[src/rtl/dmem_arbiter.sv]
// dmem_arbiter: round-robin sharing of one 256-bit data memory between
// the instruction-cache refill port (0) and the data-cache port (1).
module dmem_arbiter #(
   parameter int DATA_W      = 256,
   parameter int ADDR_W      = 32,
   parameter int TIMEOUT_CYC = 1023
) (
   input  logic              clk_i,
   input  logic              rst_i,
   input  logic              r0_enable_i,
   input  logic              r0_write_i,
   input  logic [ADDR_W-1:0] r0_addr_i,
   input  logic [DATA_W-1:0] r0_data_i,
   output logic [DATA_W-1:0] r0_data_o,
   output logic              r0_ack_o,
   input  logic              r1_enable_i,
   input  logic              r1_write_i,
   input  logic [ADDR_W-1:0] r1_addr_i,
   input  logic [DATA_W-1:0] r1_data_i,
   output logic [DATA_W-1:0] r1_data_o,
   output logic              r1_ack_o,
   output logic              mem_enable_o,
   output logic              mem_write_o,
   output logic [ADDR_W-1:0] mem_addr_o,
   output logic [DATA_W-1:0] mem_data_o,
   input  logic [DATA_W-1:0] mem_data_i,
   input  logic              mem_ack_i,
   output logic [1:0]        grant_o,
   output logic              err_o
);

   typedef enum logic [1:0] {
      S_IDLE,
      S_GRANT,
      S_REL
   } state_e;

   localparam logic [9:0]        TO_CNT    = 10'(TIMEOUT_CYC);
   localparam logic [9:0]        CNT_MAX   = '1;
   localparam logic [ADDR_W-1:0] LINE_MASK = ~ADDR_W'(31);

   state_e              state_q, state_d;
   logic                last_q, last_d;
   logic [1:0]          grant_q, grant_d;
   logic                en_q, en_d;
   logic                we_q, we_d;
   logic [ADDR_W-1:0]   addr_q, addr_d;
   logic [DATA_W-1:0]   data_q, data_d;
   logic [9:0]          cnt_q, cnt_d;
   logic [9:0]          cnt_inc;
   logic                err_q, err_d;
   logic                win_vld;
   logic                win;
   logic                in_grant;

   assign win_vld  = r0_enable_i | r1_enable_i;
   assign in_grant = (state_q == S_GRANT);
   assign cnt_inc  = (cnt_q == CNT_MAX) ? cnt_q : cnt_q + 10'd1;

   // On a tie the port that did not win last time goes first.
   always_comb begin
      win = 1'b0;
      unique case ({r1_enable_i, r0_enable_i})
         2'b11:   win = ~last_q;
         2'b10:   win = 1'b1;
         default: win = 1'b0;
      endcase
   end

   always_ff @(posedge clk_i or negedge rst_i) begin
      if (!rst_i) begin
         state_q <= S_IDLE;
         last_q  <= 1'b1;
         grant_q <= 2'b00;
         en_q    <= 1'b0;
         we_q    <= 1'b0;
         addr_q  <= '0;
         data_q  <= '0;
         cnt_q   <= '0;
         err_q   <= 1'b0;
      end else begin
         state_q <= state_d;
         last_q  <= last_d;
         grant_q <= grant_d;
         en_q    <= en_d;
         we_q    <= we_d;
         addr_q  <= addr_d;
         data_q  <= data_d;
         cnt_q   <= cnt_d;
         err_q   <= err_d;
      end
   end

   always_comb begin
      state_d = state_q;
      unique case (state_q)
         S_IDLE:  if (win_vld) state_d = S_GRANT;
         S_GRANT: if (mem_ack_i) state_d = S_REL;
         S_REL:   state_d = S_IDLE;
         default: state_d = S_IDLE;
      endcase
   end

   always_comb begin
      last_d  = last_q;
      grant_d = grant_q;
      en_d    = en_q;
      we_d    = we_q;
      addr_d  = addr_q;
      data_d  = data_q;
      cnt_d   = cnt_q;
      err_d   = err_q;
      unique case (state_q)
         S_IDLE: begin
            if (win_vld) begin
               last_d  = win;
               grant_d = win ? 2'b10 : 2'b01;
               en_d    = 1'b1;
               we_d    = win ? r1_write_i : r0_write_i;
               addr_d  = (win ? r1_addr_i : r0_addr_i) & LINE_MASK;
               data_d  = win ? r1_data_i : r0_data_i;
               cnt_d   = '0;
            end
         end
         S_GRANT: begin
            if (mem_ack_i) begin
               grant_d = 2'b00;
               en_d    = 1'b0;
               we_d    = 1'b0;
            end else begin
               cnt_d = cnt_inc;
               if (cnt_inc == TO_CNT) err_d = 1'b1;
            end
         end
         default: ;
      endcase
   end

   assign mem_enable_o = en_q;
   assign mem_write_o  = we_q;
   assign mem_addr_o   = addr_q;
   assign mem_data_o   = data_q;
   assign grant_o      = grant_q;
   assign err_o        = err_q;

   assign r0_data_o = mem_data_i;
   assign r1_data_o = mem_data_i;
   assign r0_ack_o  = mem_ack_i & in_grant & grant_q[0];
   assign r1_ack_o  = mem_ack_i & in_grant & grant_q[1];

endmodule

[config.mk]
export PLATFORM = sky130hd
export DESIGN_NAME = dmem_arbiter
export DESIGN_NICKNAME = d
export VERILOG_FILES = /design/src/rtl/dmem_arbiter.sv
export SDC_FILE = /design/constraint.sdc
export NUM_CORES = 1
export LEC_CHECK = 0
export BUFFER_PORTS_ARGS = -buffer_cell sky130_fd_sc_hd__buf_2
export CAP_MARGIN = 10
export CORE_AREA = 2 2 633 635
export DETAILED_ROUTE_END_ITERATION = 8
export DIE_AREA = 0 0 635 637
export PLACE_DENSITY = 0.32
export SYNTH_ARGS = -nofsm -noshare
export SYNTH_HDL_FRONTEND = slang
export SYNTH_SLANG_ARGS = --single-unit
[constraint.sdc]
create_clock -name clk_i -period 1.51 [get_ports clk_i]
set_input_delay 0 -clock clk_i [delete_from_list [all_inputs] [get_ports clk_i]]
set_output_delay 0 -clock clk_i [all_outputs]
set_load 0.05 [all_outputs]
==> results of run 1 <==
## final cells by class
class / count / area (sq um) / area share (%)
clock buffer: 64 / 1289 / 3.500
timing repair buffer: 1824 / 15600 / 42.36
sequential: 301 / 7541 / 20.48
tap: 5265 / 6588 / 17.89
clock inverter: 15 / 235.2 / 0.6389
inverter: 4 / 17.52 / 0.04758
antenna: 76 / 190.2 / 0.5165
multi-input combinational: 643 / 5361 / 14.56
## worst register-to-register path: stages (launching register included)
cell and delay (ps):
dfrtp_1 370, nor2_1 50, buf_4 150, and3_4 220, buf_16 160, buf_16 210
buf_12 140, buf_16 130, a22o_1 180, a21o_1 170
## registers in the layout (all words and copies together), names as in the netlist
signal / cells
cnt_q: 10
err_o: 1
grant_o: 2
last_q: 1
mem_addr_o: 27
mem_data_o: 256
mem_enable_o: 1
mem_write_o: 1
state_q: 2
## what timing repair did
action	CTS	global route
setup buffers	41	30
hold buffers	742	0
cloned	45	27
endpoints found under the hold margin	602	0
pin swaps	91	121
resized for setup	156	94
setup endpoints to repair	326	313
## cell families after synthesis
kind of cell | after synthesis | synth area share (%)
xor gates and xnor gates | 1 | 0.05144
muxes | 2 | 0.1322
DFF | 301 | 44.24
buffers and inverters | 621 | 25.62
AOI/OAI and AO/OA | 596 | 28.45
other | 1 | 0.02202
adders and majority gates | 1 | 0.07346
and+or+nand+nor | 38 | 1.418
## placed cells by master, fill, tap and decap left out, drive strengths merged, types with 2 or more instances in the layout
master and instances:
a21o 284, a21oi 4, a22o 284, a31o 2, a31oi 5, and2 2
and3 3, and4 2, buf 1051, bufinv 4, clkbuf 96, clkinv 8
clkinvlp 2, conb 5, dfrtp 300, diode 76, dlygate4sd3 741, inv 5
mux2 2, nand2 8, nand3 3, nand3b 2, nand4 2, nor2 5
nor3 3, nor3b 2, nor4 3, o21ai 5, o221a 2
## power by group through the flow
stage | logic (mW) | registers, mW | clock network (mW)
CTS | 41.5 | 14.3 | 12.3
global placement | 33.2 | 14.3 | 0
finish | 42.3 | 14.4 | 11.6
global route | 44.2 | 14.8 | 12.4
detailed placement | 33.3 | 14.3 | 0
floorplan | 13.5 | 26.9 | 0
## how the worst min path moves through the flow
stage	start	to	slack, ps	cells past startpoint
6_report	mem_data_i[11]	r0_data_o[11]	0.01	0
5_1_grt	mem_data_i[132]	r0_data_o[132]	0.07	0
4_1_cts	r0_data_i[118]	mem_data_o[118]	0.08	4
3_5_place_dp	mem_data_i[137]	r1_data_o[137]	0.5	0
3_3_place_gp	mem_data_i[137]	r1_data_o[137]	0.5	0
2_1_floorplan	rst_i	cnt_q[0]	-300	0
## stage by stage
stage	setup slack, ps	power [mW]	hold WS, ps	instances	setup TNS (ps)
after floorplan	-12.10	40.38	-295.6	1565	-23.78
after global placement	-376.5	47.55	0.4999	7181	-79380
after detailed placement	-342.9	47.65	0.4999	7181	-66750
after CTS	-437.3	68.03	0.08449	8084	-68830
after global routing	-424.5	71.44	0.06915	8181	-83030
final	-381.5	68.31	0.01178	8192	-71520
## layer usage
layer | part of all wire [%] | vias up | wire [microns] | global-route usage, %
li1 | - | 7708 | - | -
met1 | 26 | 9197 | 57220 | 7.688
met2 | 54 | 1622 | 117400 | 19.34
met3 | 14 | 482 | 29610 | 6.228
met4 | 5.6 | 44 | 12150 | 4.891
met5 | 0.19 | - | 414 | 0.3427
==> flow_metrics.env, run 1 <==
export IMPL_run_status="complete, but fails checks"
export IMPL_violations="setup timing"
export IMPL_drv_slew=0
export IMPL_drtAntennaViolNets=0
export IMPL_grt_pass1_wl_mm=255.1
export IMPL_p_clk_share_pct=16.9
export IMPL_crit_top_cell="buf_16"
export IMPL_fmax_mhz=528.7
export IMPL_grt_max_degree=43
export IMPL_synth_top_cell_by_area="dfrtp_1"
export IMPL_drt_first_pass_iters=5
export IMPL_boundaryPins=1646
export IMPL_syn_inst=1561
export IMPL_cts_root_buf="clkbuf_16"
export IMPL_power_switching_mw=33.47
export IMPL_worst_setup_path_type="flop to flop"
export IMPL_fillCellCount=46081
export IMPL_htree_levels=2
export IMPL_area_growth_pct=116.2
export IMPL_rsz0062_at_grt="true"
export IMPL_critPathMaxStageDelay_ps=370
export IMPL_crit_cells=9
export IMPL_antenna_found_initial=152
export IMPL_die_area_sq_mm=0.4045
export IMPL_internal_power_mw=34.85
export IMPL_synth_commonest_cells="519 x buf_4, 300 x dfrtp_1, 284 x a21o_1, 284 x a22o_1, 55 x buf_2"
export IMPL_cp_slowest_cell="dfrtp_1"
export IMPL_setup_worst_path_end="mem_data_o[2]"
export IMPL_crit_family="buffers and inverters"
export IMPL_synth_area_top_cells="dfrtp_1 44%, buf_4 23%, a22o_1 15%, a21o_1 13%, buf_2 1.6%"
export IMPL_clk_pin_slew_ps=60
export IMPL_synth_distinct_cells=51
export IMPL_synthArstFlopShare_pct=100.0
export IMPL_cts_path_max_buffers=3
export IMPL_fin_skew_ps=67.39
export IMPL_worstMarginPinSlew_ps=513.5
export IMPL_via_count=19053
export IMPL_placed_area_sq_mm=0.02472
export IMPL_clock_sinks=301
export IMPL_power_density_mw_per_mm2=1855
export IMPL_crit_fanout=9
export IMPL_post_drt_wl_per_cell_microns=26.46
export IMPL_drcViolationCount=0
export IMPL_timing_rr_end="mem_data_o[2]"
export IMPL_fin_ws_ps=-381.5
export IMPL_rr_worst_depth=9
export IMPL_postLayoutCoreUtil_pct=9.252
export IMPL_coreArea_sq_mm=0.3980
export IMPL_fin_crit_sh_pct=125.3
export IMPL_die_height_microns=637
export IMPL_start_kind="flop"
export IMPL_nNetsFinal=3660
export IMPL_start_util_pct=4.279
export IMPL_yosysTopAreaCellShare_pct=44.08
export IMPL_p_sw_share_pct=48.99
export IMPL_finalSetupViolCount=296
export IMPL_cts_inserted_buffers=46
export IMPL_overflow=0
export IMPL_period_needed_ps=1891
export IMPL_layout_drive_gt1_share_pct=41.84
export IMPL_pwr_share_seq_pct=21.1
export IMPL_crit_start="state_q[1]"
export IMPL_path_buf_inv=5
export IMPL_synth_edf_count=0
export IMPL_place_hpwl_mm=176.4
export IMPL_gp_congestion=0.8392
export IMPL_final_cell_area_sq_mm=0.03682
export IMPL_r2r_slack_ps=-380
export IMPL_post_synth_top_count_cell="buf_4"
export IMPL_wl_mm=216.8
export IMPL_slew_headroom_pct=65.65
export IMPL_path_cells="nor2_1 -> buf_4 -> and3_4 -> buf_16 -> buf_16 -> buf_12 -> buf_16 -> a22o_1 -> a21o_1"
export IMPL_synthFlopType="dfrtp_1"
export IMPL_syn_avg_cell_area_sq_um=10.91
export IMPL_num_rows=232
export IMPL_die_w_microns=635
export IMPL_p_comb_share_pct=61.9
export IMPL_cts_tree="yes"
export IMPL_p_leak_nw=16.50
export IMPL_regToRegStartpoint="state_q[1]"
export IMPL_cap_violations=0
export IMPL_worstPathArrival_ps=2460
export IMPL_ys_warn_count=0
export IMPL_grt_pass1_vias=19546
export IMPL_ys_seq_area_share_pct=44.24
export IMPL_required_ps=2080
export IMPL_grtUsageTotal_pct=10.06
export IMPL_clk_latency_ps=730
export IMPL_ys_ff_latch=301
export IMPL_min_path_type="input pin to primary output"
export IMPL_ir_drop_mv=1.082
export IMPL_viasPerCell=2.326
export IMPL_synthesis_area_sq_mm=0.01703
export IMPL_portBuffers=862
export IMPL_cp_end_kind="flop"
export IMPL_finalHoldViolCount=0
export IMPL_initialDrtViolationCount=1121
No activity file was read; power rests on OpenSTA's default activity.
==> run 2, diff against run 1 <==
Settings changed: BUFFER_PORTS_ARGS -buffer_cell sky130_fd_sc_hd__buf_2 to -buffer_cell sky130_fd_sc_hd__buf_4, CTS_BUF_LIST from default to sky130_fd_sc_hd__clkbuf_8, SLEW_MARGIN from default to 25.
==> flow_metrics.env, run 2 (synthesized netlist as in run 1, its figures left out) <==
export IMPL_regToRegStartpoint="state_q[1]"
export IMPL_rsz0062_at_grt="true"
export IMPL_rr_worst_depth=10
export IMPL_die_height_microns=637
export IMPL_r2r_slack_ps=-500
export IMPL_worstPathArrival_ps=2020
export IMPL_cts_tree="yes"
export IMPL_place_hpwl_mm=179.0
export IMPL_start_kind="flop"
export IMPL_pwr_share_seq_pct=19.7
export IMPL_worst_setup_path_type="flop to primary output"
export IMPL_fin_ws_ps=-513.0
export IMPL_cp_end_kind="primary output"
export IMPL_clk_latency_ps=970
export IMPL_grt_pass1_wl_mm=272.3
export IMPL_nNetsFinal=4125
export IMPL_grt_max_degree=46
export IMPL_start_util_pct=4.279
export IMPL_p_clk_share_pct=13.8
export IMPL_finalSetupViolCount=335
export IMPL_dp_slack_ps=-320.6
export IMPL_drt_first_pass_iters=5
export IMPL_power_density_mw_per_mm2=1755
export IMPL_via_count=20834
export IMPL_die_area_sq_mm=0.4045
export IMPL_clock_sinks=301
export IMPL_required_ps=1510
export IMPL_boundaryPins=1646
export IMPL_portBuffers=862
export IMPL_viasPerCell=2.404
export IMPL_layout_commonest_cell="dlygate4sd3_1"
export IMPL_finalHoldViolCount=0
export IMPL_crit_fanout=3
export IMPL_p_comb_share_pct=66.5
export IMPL_fin_tns_setup_ps=-124270
export IMPL_overflow=0
export IMPL_p_sw_share_pct=45.71
export IMPL_post_drt_wl_per_cell_microns=25.94
export IMPL_grtUsageTotal_pct=10.63
export IMPL_cts_root_buf="clkbuf_8"
export IMPL_grt_pass1_vias=22004
export IMPL_coreArea_sq_mm=0.3980
export IMPL_antenna_found_initial=138
export IMPL_wl_mm=224.8
export IMPL_area_growth_pct=161.7
export IMPL_die_w_microns=635
export IMPL_holdWs_ps=0.01179
export IMPL_final_cell_mix="1046 x dlygate4sd3_1, 729 x buf_4, 316 x buf_6"
export IMPL_violations="setup timing"
export IMPL_drcViolationCount=0
export IMPL_timing_rr_end="mem_data_o[80]"
export IMPL_cts_inserted_buffers=73
export IMPL_gp_congestion=0.7991
export IMPL_cts_path_max_buffers=4
export IMPL_hp_start="mem_data_i[132]"
export IMPL_num_rows=232
export IMPL_whs_path_depth=0
export IMPL_power_switching_mw=35.75
export IMPL_fin_crit_sh_pct=134.0
export IMPL_drtAntennaViolNets=0
export IMPL_cap_violations=0
export IMPL_layout_drive_gt1_share_pct=41.06
export IMPL_fin_skew_ps=98.51
export IMPL_internal_power_mw=42.47
export IMPL_period_needed_ps=2023
export IMPL_drv_slew=0
export IMPL_run_status="complete, but fails checks"
export IMPL_min_path_type="input pin to primary output"
export IMPL_fmax_mhz=494.3
export IMPL_ir_drop_mv=1.317
export IMPL_htree_levels=3
export IMPL_initialDrtViolationCount=977
export IMPL_largest_reg_flops=256
export IMPL_clk_pin_slew_ps=50
export IMPL_postLayoutCoreUtil_pct=11.20
export IMPL_worst_hold_path_endpoint="r0_data_o[132]"
export IMPL_p_leak_nw=19.69
-- run 2: repair_timing --
action,CTS,global route
gates cloned,65,10
hold buffers,1047,0
endpoints found under the hold margin,602,0
buffers inserted,127,75
endpoints found under the setup margin,566,520
resized for setup,546,62
pin swaps,167,82
-- run 2: how the worst max path moves through the flow --
stage / startpoint / to / slack, ps
CTS: state_q[1] / r1_ack_o / -660
global placement: last_q / mem_data_o[11] / -330
floorplan: cnt_q[1] / err_o / -10
detailed placement: last_q / mem_data_o[30] / -320
finish: state_q[1] / r1_ack_o / -510
global route: state_q[1] / r1_ack_o / -660
-- run 2: final cells by class --
class                           count  area [sq um]
Sequential cell                   301          7550
Inverter                            4         17.52
Clock buffer                       83          1142
Timing Repair Buffer             2262         23460
Clock inverter                     34         282.8
Tap cell                         5265          6588
Antenna cell                       75         187.7
Fill cell                       45427        353400
Multi-Input combinational cell    643          5346
-- run 2: worst max-delay path, cell delays in order (launching register included) --
cell,delay [ps]
dfrtp_1,390
buf_6,120
nand3b_1,160
buf_6,140
inv_4,50
and2_4,150
buf_12,130
-- run 2: per-stage QoR --
stage	total power [mW]	instance area, sq um	cells
global route	81.60	44510	8645
floorplan	40.38	17090	1565
global placement	50.47	26810	7173
finish	78.22	44570	8667
detailed placement	50.55	26810	7173
CTS	77.53	43570	8523
-- run 2: metal layers --
layer	vias up	part of all wire, %	GRT usage, %
met5	-	0.22	0.4845
met2	1569	54	20.50
met4	45	5.4	4.757
li1	8649	-	-
met1	10083	27	8.377
met3	488	13	6.332
-- run 2: power groups by stage --
stage                     Sequential (mW)  Clock, mW  Combinational (mW)
after detailed placement             14.6          0                36.0
final                                15.4       10.8                52.0
after CTS                            15.3       11.5                50.8
after floorplan                      26.9          0                13.5
after global placement               14.7          0                35.8
after global routing                 15.7       11.8                54.1
==> run 3, diff against run 2 <==
Settings changed: SKIP_CTS_REPAIR_TIMING from default to 1.
==> flow_metrics.env, run 3 (synthesized netlist as in run 1, its figures left out) <==
export IMPL_dp_slack_ps=-320.6
export IMPL_critPathMaxStageDelay_ps=390
export IMPL_post_drt_wl_per_cell_microns=25.90
export IMPL_violations="setup timing"
export IMPL_worstPathArrival_ps=2010
export IMPL_drv_slew=0
export IMPL_grt_pass1_vias=15677
export IMPL_crit_top_cell="buf_6"
export IMPL_p_clk_share_pct=15.8
export IMPL_power_density_mw_per_mm2=1689
export IMPL_power_switching_mw=33.16
export IMPL_drt_first_pass_iters=5
export IMPL_final_cell_mix="1012 x dlygate4sd3_1, 917 x buf_4, 294 x dfrtp_1"
export IMPL_gp_congestion=0.7991
export IMPL_period_needed_ps=2010
export IMPL_worst_setup_path_type="flop to primary output"
export IMPL_finalHoldViolCount=0
export IMPL_slew_headroom_pct=62.68
export IMPL_cts_path_max_buffers=4
export IMPL_grt_pass1_wl_mm=238.5
export IMPL_clk_pin_slew_ps=50
export IMPL_pwr_share_seq_pct=21.6
export IMPL_rsz0062_at_grt="true"
export IMPL_viasPerCell=2.366
export IMPL_grt_max_degree=47
export IMPL_wl_mm=218.9
export IMPL_path_buf_inv=4
export IMPL_initialDrtViolationCount=1102
export IMPL_die_height_microns=637
export IMPL_portBuffers=862
export IMPL_antenna_found_initial=144
export IMPL_finalSetupViolCount=339
export IMPL_via_count=20000
export IMPL_p_comb_share_pct=62.6
export IMPL_area_growth_pct=137.2
export IMPL_cp_end_kind="primary output"
export IMPL_p_leak_nw=17.88
export IMPL_cts_inserted_buffers=73
export IMPL_cts_tree="yes"
export IMPL_path_cells="buf_6 -> nand3b_1 -> buf_6 -> inv_4 -> and2_4 -> buf_8"
export IMPL_cp_slowest_cell="dfrtp_1"
export IMPL_start_util_pct=4.279
export IMPL_htree_levels=3
export IMPL_fin_skew_ps=94.85
export IMPL_required_ps=1510
export IMPL_postLayoutCoreUtil_pct=10.15
export IMPL_ir_drop_mv=1.262
export IMPL_p_sw_share_pct=48.61
export IMPL_coreArea_sq_mm=0.3980
export IMPL_die_area_sq_mm=0.4045
export IMPL_layout_drive_gt1_share_pct=37.46
export IMPL_boundaryPins=1646
export IMPL_min_path_type="input pin to primary output"
export IMPL_grtUsageTotal_pct=9.578
export IMPL_layout_commonest_cell="dlygate4sd3_1"
export IMPL_clk_latency_ps=960
export IMPL_run_status="complete, but fails checks"
export IMPL_worstMarginPinSlew_ps=558.0
export IMPL_overflow=0
export IMPL_drtAntennaViolNets=0
export IMPL_fmax_mhz=497.6
export IMPL_cts_root_buf="clkbuf_8"
export IMPL_largest_reg_flops=256
export IMPL_fin_ws_ps=-499.8
export IMPL_nNetsFinal=3916
export IMPL_num_rows=232
export IMPL_drcViolationCount=0
export IMPL_cap_violations=0
export IMPL_crit_fanout=4
export IMPL_die_w_microns=635
export IMPL_clock_sinks=301
export IMPL_crit_family="buffers and inverters"
export IMPL_place_hpwl_mm=179.0
export IMPL_internal_power_mw=35.06
export IMPL_start_kind="flop"
export IMPL_fin_crit_sh_pct=133.1
==> run 3: cell count changes in the layout (fill, tap and decap cells not counted), moves of 6 or more <==
cell           previous run  this run
diode_2                  75        69
buf_16                   79        12
buf_8                    24        18
dfrtp_2                  13         6
buf_12                   58        32
dlygate4sd3_1          1046      1012
buf_4                   729       917
dfrtp_1                 287       294
buf_6                   316        27
clkbuf_16                 9        35
==> run 3: final cells by class <==
type	instances	area, sq um
fill	45824	357600
clock buffer	83	1142
inverter	4	17.52
multi-input combinational	643	5221
sequential	301	7541
clock inverter	34	282.8
timing repair buffer	2053	19430
antenna	69	172.7
tap	5265	6588
==> run 3: metrics by stage <==
stage | TNS (ps) | power, mW | hold slack (ps) | cells | instance area [sq um]
floorplan | -23.78 | 40.38 | -295.6 | 1565 | 17090
global placement | -66560 | 50.47 | -14.78 | 7173 | 26810
detailed placement | -64510 | 50.55 | -17.68 | 7173 | 26810
CTS | -103290 | 62.18 | -1027 | 7290 | 28240
global route | -156940 | 71.41 | -9.417 | 8439 | 40370
finish | -120290 | 68.22 | 0.01178 | 8452 | 40400
==> run 3: power groups by stage <==
stage	clock network, mW	registers [mW]	logic (mW)
after floorplan	0	26.9	13.5
after global placement	0	14.7	35.8
after detailed placement	0	14.6	36.0
after CTS	11.5	14.6	36.1
after global routing	11.8	15.1	44.5
final	10.8	14.7	42.7
==> run 3: per-layer routing <==
layer	up-vias	track usage [%]	wire length, microns	part of all wire, %
li1	8189	-	-	-
met1	9536	7.103	56610	26
met5	-	0.6735	724	0.33
met4	52	4.198	12320	5.6
met2	1679	18.40	118100	54
met3	544	6.533	31220	14
==> run 3: worst paths after layout <==
path | from | endpoint | slack [ps] | cells after the start
max | state_q[1] | r1_ack_o | -500 | 6
min | mem_data_i[107] | r0_data_o[107] | 0.01 | 0
max reg2reg | state_q[1] | mem_data_o[119] | -500 | 10
min reg2reg | err_o | err_o | 470 | 2
max in group asynchronous | rst_i | mem_data_o[79] | 400 | 5
min in group asynchronous | rst_i | mem_addr_o[6] | 460 | 4
